File: config.mk
export PLATFORM = sky130hd
export DESIGN_NAME = io_halt_sequencer_flat
export DESIGN_NICKNAME = d
export VERILOG_FILES = /design/src/rtl/io_halt_sequencer_pkg.sv /design/src/rtl/io_halt_sequencer_if.sv /design/src/rtl/io_halt_sequencer_key_debouncer.sv /design/src/rtl/io_halt_sequencer.sv /design/src/flat_wrapper.sv
export SDC_FILE = /design/constraint.sdc
export NUM_CORES = 1
export LEC_CHECK = 0
export CAP_MARGIN = 25
export CELL_PAD_IN_SITES_DETAIL_PLACEMENT = 2
export CELL_PAD_IN_SITES_GLOBAL_PLACEMENT = 2
export CORE_MARGIN = 4
export CORE_UTILIZATION = 36
export DETAILED_ROUTE_END_ITERATION = 10
export PLACE_DENSITY = 0.89
export SKIP_LAST_GASP = 1
export SYNTH_ARGS = -nofsm -noshare
export SYNTH_HDL_FRONTEND = slang
export SYNTH_HIERARCHICAL = 1
export SYNTH_SLANG_ARGS = --single-unit
File: constraint.sdc
create_clock -name clock -period 2.97 [get_ports clock]
set_clock_uncertainty 0.15 [all_clocks]
set_input_delay 0.594 -clock clock [delete_from_list [all_inputs] [get_ports clock]]
set_output_delay 0.594 -clock clock [all_outputs]
set_load 0.1 [all_outputs]
File: src/rtl/io_halt_sequencer_pkg.sv
// Shared types for the blocking I/O / HALT sequencer: FSM state encoding and
// debounce counter sizing.
package io_halt_sequencer_pkg;

    typedef enum logic [2:0] {
        StRun     = 3'd0,
        StWaitIn  = 3'd1,
        StCapture = 3'd2,
        StHalted  = 3'd3,
        StRelease = 3'd4
    } seq_state_e;

    // Counter counts 0 .. cycles-1, so $clog2(cycles) bits are enough.
    function automatic int unsigned debounce_cnt_width(input int unsigned cycles);
        return (cycles < 2) ? 1 : $clog2(cycles);
    endfunction

endpackage

File: src/rtl/io_halt_sequencer_if.sv
// Bundle of control-unit strobes, board I/O and sequencer outputs around io_halt_sequencer.
interface io_halt_sequencer_if #(
    parameter int unsigned DATA_WIDTH = 32,
    parameter int unsigned SW_WIDTH   = 16
) ();

    logic                  isInsert;
    logic                  isHalt;
    logic                  outWrite;
    logic                  key_in;
    logic                  key_resume;
    logic [SW_WIDTH-1:0]   switches;
    logic [DATA_WIDTH-1:0] out_src;
    logic                  pc_stall;
    logic [DATA_WIDTH-1:0] in_data;
    logic                  in_valid;
    logic [DATA_WIDTH-1:0] out_data;
    logic                  out_strobe;
    logic                  halted;
    logic                  waiting_in;

    modport master (
        output isInsert, isHalt, outWrite, key_in, key_resume, switches, out_src,
        input  pc_stall, in_data, in_valid, out_data, out_strobe, halted, waiting_in
    );

    modport slave (
        input  isInsert, isHalt, outWrite, key_in, key_resume, switches, out_src,
        output pc_stall, in_data, in_valid, out_data, out_strobe, halted, waiting_in
    );

endinterface

File: src/rtl/io_halt_sequencer_key_debouncer.sv
// Key debouncer: 2-FF synchronizer, stable-sample counter and rising-edge press pulse.
module io_halt_sequencer_key_debouncer
    import io_halt_sequencer_pkg::*;
#(
    parameter int unsigned DEBOUNCE_CYCLES = 50000
) (
    input  logic clock,
    input  logic reset,
    input  logic key_raw,
    output logic press
);

    localparam int unsigned CntWidth = debounce_cnt_width(DEBOUNCE_CYCLES);
    localparam logic [CntWidth-1:0] CntMax = CntWidth'(DEBOUNCE_CYCLES - 1);

    logic                sync1_q, sync2_q;
    logic                level_q, level_d, level_prev_q;
    logic [CntWidth-1:0] cnt_q, cnt_d;

    // Any sample equal to the accepted level restarts the count.
    always_comb begin
        cnt_d   = '0;
        level_d = level_q;
        if (sync2_q != level_q) begin
            if (cnt_q == CntMax) begin
                level_d = sync2_q;
            end else begin
                cnt_d = cnt_q + CntWidth'(1);
            end
        end
    end

    always_ff @(posedge clock or negedge reset) begin
        if (!reset) begin
            sync1_q      <= 1'b0;
            sync2_q      <= 1'b0;
            level_q      <= 1'b0;
            level_prev_q <= 1'b0;
            cnt_q        <= '0;
        end else begin
            sync1_q      <= key_raw;
            sync2_q      <= sync1_q;
            level_q      <= level_d;
            level_prev_q <= level_q;
            cnt_q        <= cnt_d;
        end
    end

    assign press = level_q & ~level_prev_q;

endmodule

File: src/rtl/io_halt_sequencer.sv
// Blocking IN / HALT sequencer: stalls the PC while waiting for an operator key,
// captures switches for IN and holds the OUT display register.
module io_halt_sequencer
    import io_halt_sequencer_pkg::*;
#(
    parameter int unsigned DATA_WIDTH      = 32,
    parameter int unsigned SW_WIDTH        = 16,
    parameter int unsigned DEBOUNCE_CYCLES = 50000
) (
    input logic              clock,
    input logic              reset,
    io_halt_sequencer_if.slave bus
);

    seq_state_e            state_q, state_d;
    logic                  press_in, press_resume;
    logic                  pc_stall, capture;
    logic [SW_WIDTH-1:0]   sw_sync1_q, sw_sync2_q;
    logic [DATA_WIDTH-1:0] in_data_q, out_data_q;
    logic                  out_strobe_q;

    io_halt_sequencer_key_debouncer #(
        .DEBOUNCE_CYCLES(DEBOUNCE_CYCLES)
    ) u_deb_in (
        .clock  (clock),
        .reset  (reset),
        .key_raw(bus.key_in),
        .press  (press_in)
    );

    io_halt_sequencer_key_debouncer #(
        .DEBOUNCE_CYCLES(DEBOUNCE_CYCLES)
    ) u_deb_resume (
        .clock  (clock),
        .reset  (reset),
        .key_raw(bus.key_resume),
        .press  (press_resume)
    );

    // Presses outside the matching wait state fall through and are lost.
    always_comb begin
        state_d  = state_q;
        pc_stall = 1'b0;
        capture  = 1'b0;
        unique case (state_q)
            StRun: begin
                pc_stall = bus.isHalt | bus.isInsert;
                if (bus.isHalt) begin
                    state_d = StHalted;
                end else if (bus.isInsert) begin
                    state_d = StWaitIn;
                end
            end
            StWaitIn: begin
                pc_stall = 1'b1;
                if (press_in) begin
                    state_d = StCapture;
                    capture = 1'b1;
                end
            end
            StHalted: begin
                pc_stall = 1'b1;
                if (press_resume) begin
                    state_d = StRelease;
                end
            end
            StCapture: state_d = StRun;
            StRelease: state_d = StRun;
            default:   state_d = StRun;
        endcase
    end

    always_ff @(posedge clock or negedge reset) begin
        if (!reset) begin
            state_q      <= StRun;
            sw_sync1_q   <= '0;
            sw_sync2_q   <= '0;
            in_data_q    <= '0;
            out_data_q   <= '0;
            out_strobe_q <= 1'b0;
        end else begin
            state_q      <= state_d;
            sw_sync1_q   <= bus.switches;
            sw_sync2_q   <= sw_sync1_q;
            out_strobe_q <= bus.outWrite & ~pc_stall;
            if (capture) begin
                in_data_q <= DATA_WIDTH'(sw_sync2_q);
            end
            if (bus.outWrite && !pc_stall) begin
                out_data_q <= bus.out_src;
            end
        end
    end

    assign bus.pc_stall   = pc_stall;
    assign bus.in_data    = in_data_q;
    assign bus.in_valid   = (state_q == StCapture);
    assign bus.out_data   = out_data_q;
    assign bus.out_strobe = out_strobe_q;
    assign bus.halted     = (state_q == StHalted);
    assign bus.waiting_in = (state_q == StWaitIn);

endmodule

File: src/flat_wrapper.sv
// flat-port wrapper written by rule: the top's interface ports become plain ports
module io_halt_sequencer_flat import io_halt_sequencer_pkg::*;
#(
    parameter int unsigned DATA_WIDTH      = 32,
    parameter int unsigned SW_WIDTH        = 16,
    parameter int unsigned DEBOUNCE_CYCLES = 50000
)
  (clock, reset, bus_isInsert, bus_isHalt, bus_outWrite, bus_key_in, bus_key_resume, bus_switches, bus_out_src, bus_pc_stall, bus_in_data, bus_in_valid, bus_out_data, bus_out_strobe, bus_halted, bus_waiting_in);
  io_halt_sequencer_if #(.DATA_WIDTH(DATA_WIDTH), .SW_WIDTH(SW_WIDTH)) bus_i ();
  input logic clock;
  input logic reset;
  input wire logic [$bits(bus_i.isInsert)-1:0] bus_isInsert;
  input wire logic [$bits(bus_i.isHalt)-1:0] bus_isHalt;
  input wire logic [$bits(bus_i.outWrite)-1:0] bus_outWrite;
  input wire logic [$bits(bus_i.key_in)-1:0] bus_key_in;
  input wire logic [$bits(bus_i.key_resume)-1:0] bus_key_resume;
  input wire logic [$bits(bus_i.switches)-1:0] bus_switches;
  input wire logic [$bits(bus_i.out_src)-1:0] bus_out_src;
  output wire logic [$bits(bus_i.pc_stall)-1:0] bus_pc_stall;
  output wire logic [$bits(bus_i.in_data)-1:0] bus_in_data;
  output wire logic [$bits(bus_i.in_valid)-1:0] bus_in_valid;
  output wire logic [$bits(bus_i.out_data)-1:0] bus_out_data;
  output wire logic [$bits(bus_i.out_strobe)-1:0] bus_out_strobe;
  output wire logic [$bits(bus_i.halted)-1:0] bus_halted;
  output wire logic [$bits(bus_i.waiting_in)-1:0] bus_waiting_in;
  assign bus_i.isInsert = bus_isInsert;
  assign bus_i.isHalt = bus_isHalt;
  assign bus_i.outWrite = bus_outWrite;
  assign bus_i.key_in = bus_key_in;
  assign bus_i.key_resume = bus_key_resume;
  assign bus_i.switches = bus_switches;
  assign bus_i.out_src = bus_out_src;
  assign bus_pc_stall = bus_i.pc_stall;
  assign bus_in_data = bus_i.in_data;
  assign bus_in_valid = bus_i.in_valid;
  assign bus_out_data = bus_i.out_data;
  assign bus_out_strobe = bus_i.out_strobe;
  assign bus_halted = bus_i.halted;
  assign bus_waiting_in = bus_i.waiting_in;
  io_halt_sequencer #(.DATA_WIDTH(DATA_WIDTH), .SW_WIDTH(SW_WIDTH), .DEBOUNCE_CYCLES(DEBOUNCE_CYCLES)) u_core (.clock(clock), .reset(reset), .bus(bus_i));
endmodule
==> flow_summary.yaml <==
detailed_routing:
  ant_nets: 0
  wire_per_inst_um: 24.4
  first_pass_iters: 4
  vias: 3153
  drt_wl_total_um: 16000
  via_per_inst: 4.81
  dr.first_iter.drc_count: 153
  drc: 0
layout:
  layout-drive-gt1-share_pct: 34.4
  diodes: 0
  area.growth.synth_to_final_pct: 33.9
  final_nets: 524
clock_tree:
  postCtsSetupBuffers: 0
  clk_latency_ns: 0.42
  root_buffer: "clkbuf_16"
  clk_pin_slew_worst_paths_ns: 0.06
  cts_tree: "built"
  cts_made_buffers: 17
  htreeDepth: 4
  ctsHoldBuffers: 0
  cts_max_path_buffers: 2
  cts.sinks: 124
  ctsResizeCount: 0
yosys:
  synthCells: 344
  syn_area_per_cell_um2: 14.5
  ys_seq_elements: 124
  async_flop_share_pct: 100
  synth_enable_flop_cells: 0
  synth_seq_area_share_pct: 62.0
  synthFlopType: "dfrtp_1"
  syn_area_mm2: 0.00500
  yosys.cell_types.count: 34
  ys_warn_count: 6
die:
  die_width_um: 126
  coreArea_mm2: 0.0134
  die_h_um: 126
  start_util_pct: 37.3
  ios: 124
  dieArea_mm2: 0.0158
  num_rows: 42
setup_path:
  worstPathMaxFanout: 5
  r2r_start: "u_core/u_deb_in/cnt_q[0]"
  critPathKind: "flop to primary output"
  crit_required_ns: 2.23
  startpoint: "u_core/state_q[2]"
  arrival_ns: 1.76
  crit_path_end_kind: "primary output"
  crit_path_start_kind: "flop"
run_status:
  outcome: "finished clean"
placed_design:
  port_buffers: 107
  gp_congestion: 0.778
  dp_slack_ns: 0.504
  dp_hpwl_um: 9720
power_and_ir_drop:
  leakage_nw: 3.20
  clkPwrFrac_pct: 51.7
  vdd_drop_max_v: 0.000384
  power.density_mw_per_mm2: 611
  total_power_w: 0.00409
  p_int_w: 0.00312
  pwr-share-comb_pct: 5.7
  switching_share_pct: 23.8
  seq_power_share_pct: 42.6
  p_sw_w: 0.000972
timing:
  max_freq_mhz: 400
  post-route-period-util_pct: 84.2
  layout_setup_ws_ns: 0.470
  hold_viol_final: 0
  slew_headroom_pct: 49.6
  rsz0062_at_grt: "false"
  fin_crit_ns: 2.50
  finalSetupTns_ns: 0
  setup-violations-final: 0
  tightest_slew_ns: 0.755
  slew_viol_final: 0
grt:
  grt_pass1_vias: 3811
  antenna_found_initial: 0
  grt_max_degree: 55
  grt_use_total_pct: 21.0
  grt_pass1_wl_um: 24800
  grt_overflow_total: 0
hold_path:
  hp-class: "input pin to async pin"
run:
  max_cap_viol_count: 0
final cells by class:
cell class	count	area, um2
Sequential cell	124	3100
Tap cell	176	220
Inverter	9	33.8
Multi-Input combinational cell	204	1740
Fill cell	1254	6710
Clock buffer	22	484
Clock inverter	9	111
Timing Repair Buffer	111	1000
Yosys cell counts (all sizes together) (2+ instances only):
master | number | area share [%]
dfrtp | 124 | 62
mux2 | 50 | 13
nor2 | 38 | 3.3
xnor2 | 24 | 4.2
buf | 22 | 3.8
nand3 | 12 | 1.7
inv | 9 | 0.68
nor3 | 9 | 0.90
nand2 | 8 | 0.70
nand4 | 8 | 1.9
nor4 | 8 | 2.0
xor2 | 6 | 1.1
and3 | 5 | 0.63
nor4b | 4 | 0.70
a21oi | 2 | 0.20
and4b | 2 | 0.40
ha | 2 | 0.50
nand2b | 2 | 0.25
nor2b | 2 | 0.25
critical path, stage by stage (launching register included):
cell,delay (ns)
dfrtp_1,0.44
or2b_4,0.32
nor2_1,0.22
buf_4,0.34
power by group through the flow:
stage	Clock, W	Combinational [W]	Sequential [W]
floorplan	0	0.000125	0.00176
global placement	0	0.000221	0.00176
detailed placement	0	0.000228	0.00177
CTS	0.00216	0.000237	0.00174
global route	0.00224	0.000249	0.00174
finish	0.00212	0.000233	0.00174
stage by stage:
| step | hold slack [ns] | std cells | cell area, um2 | utilization [%] |
|---|---|---|---|---|
| floorplan | 0.148 | 359 | 5060 | - |
| global placement | 0.183 | 624 | 6100 | 45.5 |
| detailed placement | 0.188 | 624 | 6100 | 45.5 |
| CTS | 0.108 | 655 | 6690 | 50.0 |
| global route | 0.132 | 655 | 6690 | 50.0 |
| finish | 0.102 | 655 | 6690 | 50.0 |
logic make-up after synthesis:
| family | Yosys count | synth area share (%) |
|---|---|---|
| flip-flops | 124 | 62.0 |
| AND/OR/NAND/NOR | 100 | 13.0 |
| multiplexers | 50 | 13.4 |
| buffers and inverters | 31 | 4.43 |
| XOR/XNOR | 30 | 5.25 |
| AO/OA/AOI/OAI | 6 | 1.23 |
| adder cells (fa/ha/maj) | 2 | 0.500 |
| other | 1 | 0.0750 |
state kept, by name, summed over array words and instances, names as in the netlist, 3 cells and up:
signal,flops
u_core/u_deb_in/cnt_q,16
u_core/bus.out_data,32
u_core/state_q,3
u_core/u_deb_resume/cnt_q,16
u_core/sw_sync2_q,16
u_core/sw_sync1_q,16
u_core/bus.in_data,16
worst paths after layout:
path	to	slack (ns)	cells past startpoint
setup / recovery	bus_halted	0.47	3
hold / removal	u_core/bus.in_data[11]	0.10	1
setup reg to reg	u_core/u_deb_in/cnt_q[0]	0.80	5
hold reg to reg	u_core/sw_sync2_q[6]	0.20	0
max in group asynchronous	u_core/sw_sync2_q[12]	1.77	2
min in group clock	u_core/sw_sync2_q[6]	0.20	0
layer usage:
layer  vias up  routed length, um  GRT usage, %
met1      1646               6230          23.5
met3        16                828          5.59
li1       1384                  -             -
met4         0                232          7.26
met5         -                  0             0
met2       107               8710          38.5
layout by cell type (no fill, tap or decap), types with 10 or more instances in the layout:
master,instances
nor2_1,31
buf_4,55
mux2_4,29
nand3_1,10
clkbuf_16,17
mux2_2,21
conb_1,16
clkdlybuf4s50_1,53
xnor2_1,24
dfrtp_1,124
No activity file was read; power rests on OpenSTA's default activity.
